--- src/rtl/dpram_burst_reader.sv ---
// Burst read client for a dual-port RAM port: streams a run of consecutive
// words out on a valid/ready interface, tagging the final word with out_last.
//
// Ports:
//   clk, reset            : clock, synchronous active-high reset
//   start                 : start pulse, sampled only while busy=0
//   base_addr, num_words  : burst origin and length (0..NUM_WORDS)
//   busy, done            : burst in progress / one-cycle completion pulse
//   ram_address, ram_wren, ram_data, ram_out : RAM port (read-only use)
//   out_data, out_valid, out_ready, out_last : downstream stream
module dpram_burst_reader #(
  parameter int AWIDTH    = 11,
  parameter int NUM_WORDS = 2048,
  parameter int DWIDTH    = 60
) (
  input  logic              clk,
  input  logic              reset,
  input  logic              start,
  input  logic [AWIDTH-1:0] base_addr,
  input  logic [AWIDTH:0]   num_words,
  output logic              busy,
  output logic              done,
  output logic [AWIDTH-1:0] ram_address,
  output logic              ram_wren,
  output logic [DWIDTH-1:0] ram_data,
  input  logic [DWIDTH-1:0] ram_out,
  output logic [DWIDTH-1:0] out_data,
  output logic              out_valid,
  input  logic              out_ready,
  output logic              out_last
);

  typedef enum logic [1:0] {
    IDLE,
    ISSUE,
    DRAIN,
    FIN
  } state_t;

  state_t state, state_nx;

  logic [AWIDTH:0]   remaining;
  logic              inflight;
  logic              inflight_last;
  logic [DWIDTH-1:0] fifo_data [2];
  logic              fifo_last [2];
  logic              rd_ptr;
  logic              wr_ptr;
  logic [1:0]        count;

  logic              accept;
  logic              issue;
  logic              push;
  logic              pop;
  logic              head_last;
  logic [1:0]        occ;
  logic [AWIDTH-1:0] addr_inc;

  // ram_address always presents the next address of the burst; a read
  // counts as issued in the cycle it is accepted, and its word is on
  // ram_out the following cycle.  Presenting an address that is not yet
  // accepted is harmless because reads have no side effects.
  assign ram_wren  = 1'b0;
  assign ram_data  = '0;
  assign out_valid = (count != 2'd0);
  assign head_last = fifo_last[rd_ptr];
  assign out_data  = out_valid ? fifo_data[rd_ptr] : '0;
  assign out_last  = out_valid & head_last;
  assign pop       = out_valid & out_ready;
  assign push      = inflight;
  assign occ       = count - {1'b0, pop} + {1'b0, inflight};
  assign addr_inc  = (ram_address == AWIDTH'(NUM_WORDS - 1))
                   ? '0 : ram_address + 1'b1;

  always_comb begin
    state_nx = state;
    accept   = 1'b0;
    issue    = 1'b0;
    done     = 1'b0;
    busy     = 1'b1;
    unique case (state)
      IDLE: begin
        busy = 1'b0;
        if (start) begin
          accept   = 1'b1;
          state_nx = (num_words == '0) ? FIN : ISSUE;
        end
      end
      ISSUE: begin
        if (remaining == '0) begin
          state_nx = DRAIN;
        end else if (occ < 2'd2) begin
          issue = 1'b1;
        end
      end
      DRAIN: begin
        if (pop && head_last) begin
          state_nx = FIN;
        end
      end
      FIN: begin
        done     = 1'b1;
        state_nx = IDLE;
      end
      default: state_nx = IDLE;
    endcase
  end

  always_ff @(posedge clk) begin
    if (reset) begin
      state         <= IDLE;
      remaining     <= '0;
      ram_address   <= '0;
      inflight      <= 1'b0;
      inflight_last <= 1'b0;
      rd_ptr        <= 1'b0;
      wr_ptr        <= 1'b0;
      count         <= 2'd0;
    end else begin
      state         <= state_nx;
      inflight      <= issue;
      inflight_last <= issue && (remaining == 1);
      if (accept) begin
        remaining <= num_words;
        if (num_words != '0) begin
          ram_address <= base_addr;
        end
      end
      if (issue) begin
        ram_address <= addr_inc;
        remaining   <= remaining - 1'b1;
      end
      if (push) begin
        wr_ptr <= ~wr_ptr;
      end
      if (pop) begin
        rd_ptr <= ~rd_ptr;
      end
      count <= count + {1'b0, push} - {1'b0, pop};
    end
  end

  // Storage needs no reset: out_valid gates everything read from it.
  always_ff @(posedge clk) begin
    if (push) begin
      fifo_data[wr_ptr] <= ram_out;
      fifo_last[wr_ptr] <= inflight_last;
    end
  end

endmodule

--- config.mk ---
export PLATFORM = sky130hd
export DESIGN_NAME = dpram_burst_reader
export DESIGN_NICKNAME = d
export VERILOG_FILES = /design/src/rtl/dpram_burst_reader.sv
export SDC_FILE = /design/constraint.sdc
export NUM_CORES = 1
export LEC_CHECK = 0
export CAP_MARGIN = 30
export CORE_MARGIN = 4
export CORE_UTILIZATION = 42
export DETAILED_ROUTE_END_ITERATION = 7
export PLACE_DENSITY = 0.77
export SYNTH_ARGS = -nofsm -noshare
export SYNTH_HDL_FRONTEND = slang
export SYNTH_SLANG_ARGS = --single-unit
--- constraint.sdc ---
create_clock -name clk -period 3.3 [get_ports clk]
set_input_delay 0.66 -clock clk [delete_from_list [all_inputs] [get_ports clk]]
set_output_delay 0.66 -clock clk [all_outputs]
set_load 0.02 [all_outputs]
==> metrics.md <==
| Metric | Value |
|---|---|
| Status | `completed` |
| Endpoints failing hold | `0` |
| Buffers plus inverters on the worst setup path | `2` |
| Util after Layout | `0.581` |
| Fin area | `slightly above 0.009 mm²` |
| CTS tree | `done` |
| Crit-path max FO | `29` |
| Worst slew pin tran | `around 860 ps` |
| Startpoint Class | `flop` |
| Drt total wl | `between 15000 and 20000 µm` |
| Top cells by area in the synthesized netlist | `edfxtp_1, mux2i_1, dfxtp_1` |
| IO Count | `about 220` |
| Post-CTS Hold Fix Bufs | `0` |
| Multi-input gate area | `0.00230 mm²` |
| Mapped Area | `around 0.007 mm²` |
| Die height | `roughly 140 µm` |
| I/O Buffers | `between 150 and 200` |
| Vias in the first global route | `between 4000 and 5000` |
| Most frequent cell after synthesis | `edfxtp_1` |
| Clk Latency, worst-skew pair | `410 ps` |
| Pre-CTS setup slack | `about 140 ps` |
| Worst path depth | `4` |
| Final GP Congestion | `about 0.87` |
| Setup_tns | `0 ps` |
| Yosys Warn Count | `0` |
| RSZ-0062 raised after global routing | `no` |
| First-pass GRT wire length | `roughly 24000 µm` |
| R2r endpoint | `ram_address[7]$_SDFFE_PP0P_` |
| Hold depth | `0` |
| Max-Cap Viols | `0` |
| Crit path arrival time | `between 2000 and 2500 ps` |
| Hold WS | `roughly 430 ps` |
| Fraction of layout cells with a size suffix above 1 | `0.0870` |
| First-pass iteration count of the detailed router | `4` |
| Fin crit share | `0.902` |
| P&R area growth vs syn | `33.8%` |
| N_diodes | `0` |
| Clock skew | `7.74 ps` |
| Vias | `roughly 4700` |
| Yosys cell types | `between 50 and 60` |
| Power, Total | `7.93 mW` |
| CP Cell Sequence | `buf_4 > mux2i_1 > nor2_1 > clkdlybuf4s50_1` |
| Worst reg-to-reg setup slack | `760 ps` |
| Largest net degree at the start of global routing | `between 60 and 70` |
| FF+latch count, synth | `~150` |
| Worst R2R Path Depth | `10` |
| Min cycle time layout | `around 3000 ps` |
| Post-route DRC | `0` |
| FFs w/ async S/R, synth | `0` |
| CTS H-tree depth | `4` |
| Reg2reg start | `count[1]$_SDFF_PP0_` |
| Critical Path End Type | `primary output` |
| Clock sinks | `approximately 150` |
| Crit-path max cell delay | `about 690 ps` |
| Power Density | `between 800 and 900 mW/mm²` |
| Synth top area share | `0.526` |
| Tot GR Track Use | `0.167` |
| Fill cells | `between 1000 and 1500` |
| Initial antenna violation count | `0` |
| Relative slew slack | `0.424` |
| Avg Inst Size Synth | `around 12 µm²` |
| Final WS setup | `roughly 320 ps` |
| Net count, final | `roughly 830` |
| Die width | `about 140 µm` |
| Pleak | `around 3.2 nW` |
| Placeable Area | `around 0.016 mm²` |
| DP Cell Count | `just over 900` |
| Post-DP Area | `a little under 0.009 mm²` |
| # Post-CTS Setup Buffers | `0` |
| Initial core utilization | `0.434` |
| Max Clock Freq | `about 340 MHz` |
| Delay-heaviest family, CP | `buffers and inverters` |
| Grt ovf | `0` |
| Post-cts resize count | `0` |
| Peak VDD IR | `roughly 0.4 mV` |
| # setup viols final | `0` |
| Critical path type | `reg -> out` |
| Max Root-Sink Buffers | `2` |
| Starting DRT DRC Count | `300` |
| Cell taking the most area after synthesis | `edfxtp_1` |
| CTS root buf | `clkbuf_16` |
| Final Max Tran Viols | `0` |
| Worst Path Required | `2640 ps` |
| Number of flops mapped to enable cells by yosys | `approximately 120` |
| Main synth FF type | `edfxtp_1` |
| Reg area | `0.00431 mm²` |
| Syn Inst Count | `~560` |
| Worst Setup EP | `out_data[39]` |
| Synth top cells by count | `edfxtp_1, nor2_1, mux2i_1` |
| Fin cells | `963` |
| Post-DR wirelength/cell | `16.3 µm` |
| CP max-delay cell | `dfxtp_4` |
| Worst min path class | `reg -> reg` |
| Worst-path clk slew | `approximately 60 ps` |
| Die footprint | `around 0.019 mm²` |
| Via density | `~4.9` |
| Register area share after synthesis | `0.618` |
| Post-route ant nets | `0` |
| Detail Placement HPWL | `11300 µm` |
| Num rows | `46` |
| Cts bufs inserted | `17` |
## worst min-delay path by stage
stage	startpoint	to	slack [ps]
after floorplan	inflight_last$_SDFF_PP0_	fifo_last[0]$_DFFE_PP_	400
after global placement	inflight_last$_SDFF_PP0_	fifo_last[0]$_DFFE_PP_	410
after detailed placement	inflight_last$_SDFF_PP0_	fifo_last[0]$_DFFE_PP_	420
after CTS	inflight_last$_SDFF_PP0_	fifo_last[1]$_DFFE_PP_	430
after global routing	inflight_last$_SDFF_PP0_	fifo_last[1]$_DFFE_PP_	450
final	inflight_last$_SDFF_PP0_	fifo_last[1]$_DFFE_PP_	430
## layer usage
| metal | vias to the layer above | wire [µm] | GRT usage |
|---|---|---|---|
| li1 | 2271 | - | - |
| met1 | 2261 | 6340 | 0.211 |
| met2 | 184 | 7810 | 0.275 |
| met3 | 16 | 1380 | 0.0522 |
| met4 | 0 | 185 | 0.0543 |
| met5 | - | 0 | 0 |
## logic make-up (layout without fill, tap and decap cells)
logic type,after synthesis,in the layout,share of synthesized area
AOI/OAI and AO/OA,60,60,0.0586
xor gates and xnor gates,6,6,0.00970
adders and majority gates,10,10,0.0180
buffers and inverters,96,225,0.0860
DFF,154,154,0.618
muxes,66,66,0.0950
other,1,61,0.000538
and+or+nand+nor,165,165,0.114
## cells in the final DEF, fill, tap and decap left out, types with 4 or more instances in the layout
| master | netlist | final |
|---|---|---|
| dfxtp_1 | 32 | 31 |
| nor4_1 | 8 | 8 |
| nand3_1 | 12 | 12 |
| conb_1 | 1 | 61 |
| nand2_1 | 16 | 16 |
| nor3_1 | 10 | 10 |
| edfxtp_1 | 122 | 122 |
| or4_1 | 5 | 5 |
| buf_4 | 63 | 16 |
| clkdlybuf4s50_1 | 0 | 161 |
| and3_1 | 7 | 7 |
| inv_1 | 13 | 13 |
| clkbuf_16 | 0 | 17 |
| o21ai_0 | 11 | 11 |
| nand4_1 | 4 | 4 |
| mux2i_1 | 65 | 65 |
| a31oi_1 | 8 | 8 |
| nor2_1 | 85 | 84 |
| ha_1 | 10 | 10 |
| a21oi_1 | 13 | 13 |
## state kept, by name (all words and copies together) (netlist names), named ones only
name           count
remaining         12
rd_ptr             1
state              2
inflight_last      1
wr_ptr             1
fifo_last          2
ram_address       11
inflight           1
fifo_data        120
count              2
## area by class of cell
class,count,area share
clock inverters,14,0.0183
clock buffers,18,0.0460
flip-flops and latches,154,0.462
well taps,216,0.0290
inverters,13,0.00523
multi-input cells,368,0.247
repair buffers,180,0.192
## report_power, final
group	total, mW	switching (mW)	internal, mW
sequential	2.73	0.293	2.44
combinational	3.25	1.78	1.47
clock	1.95	0.753	1.19
(Power assumes the default switching activity.)
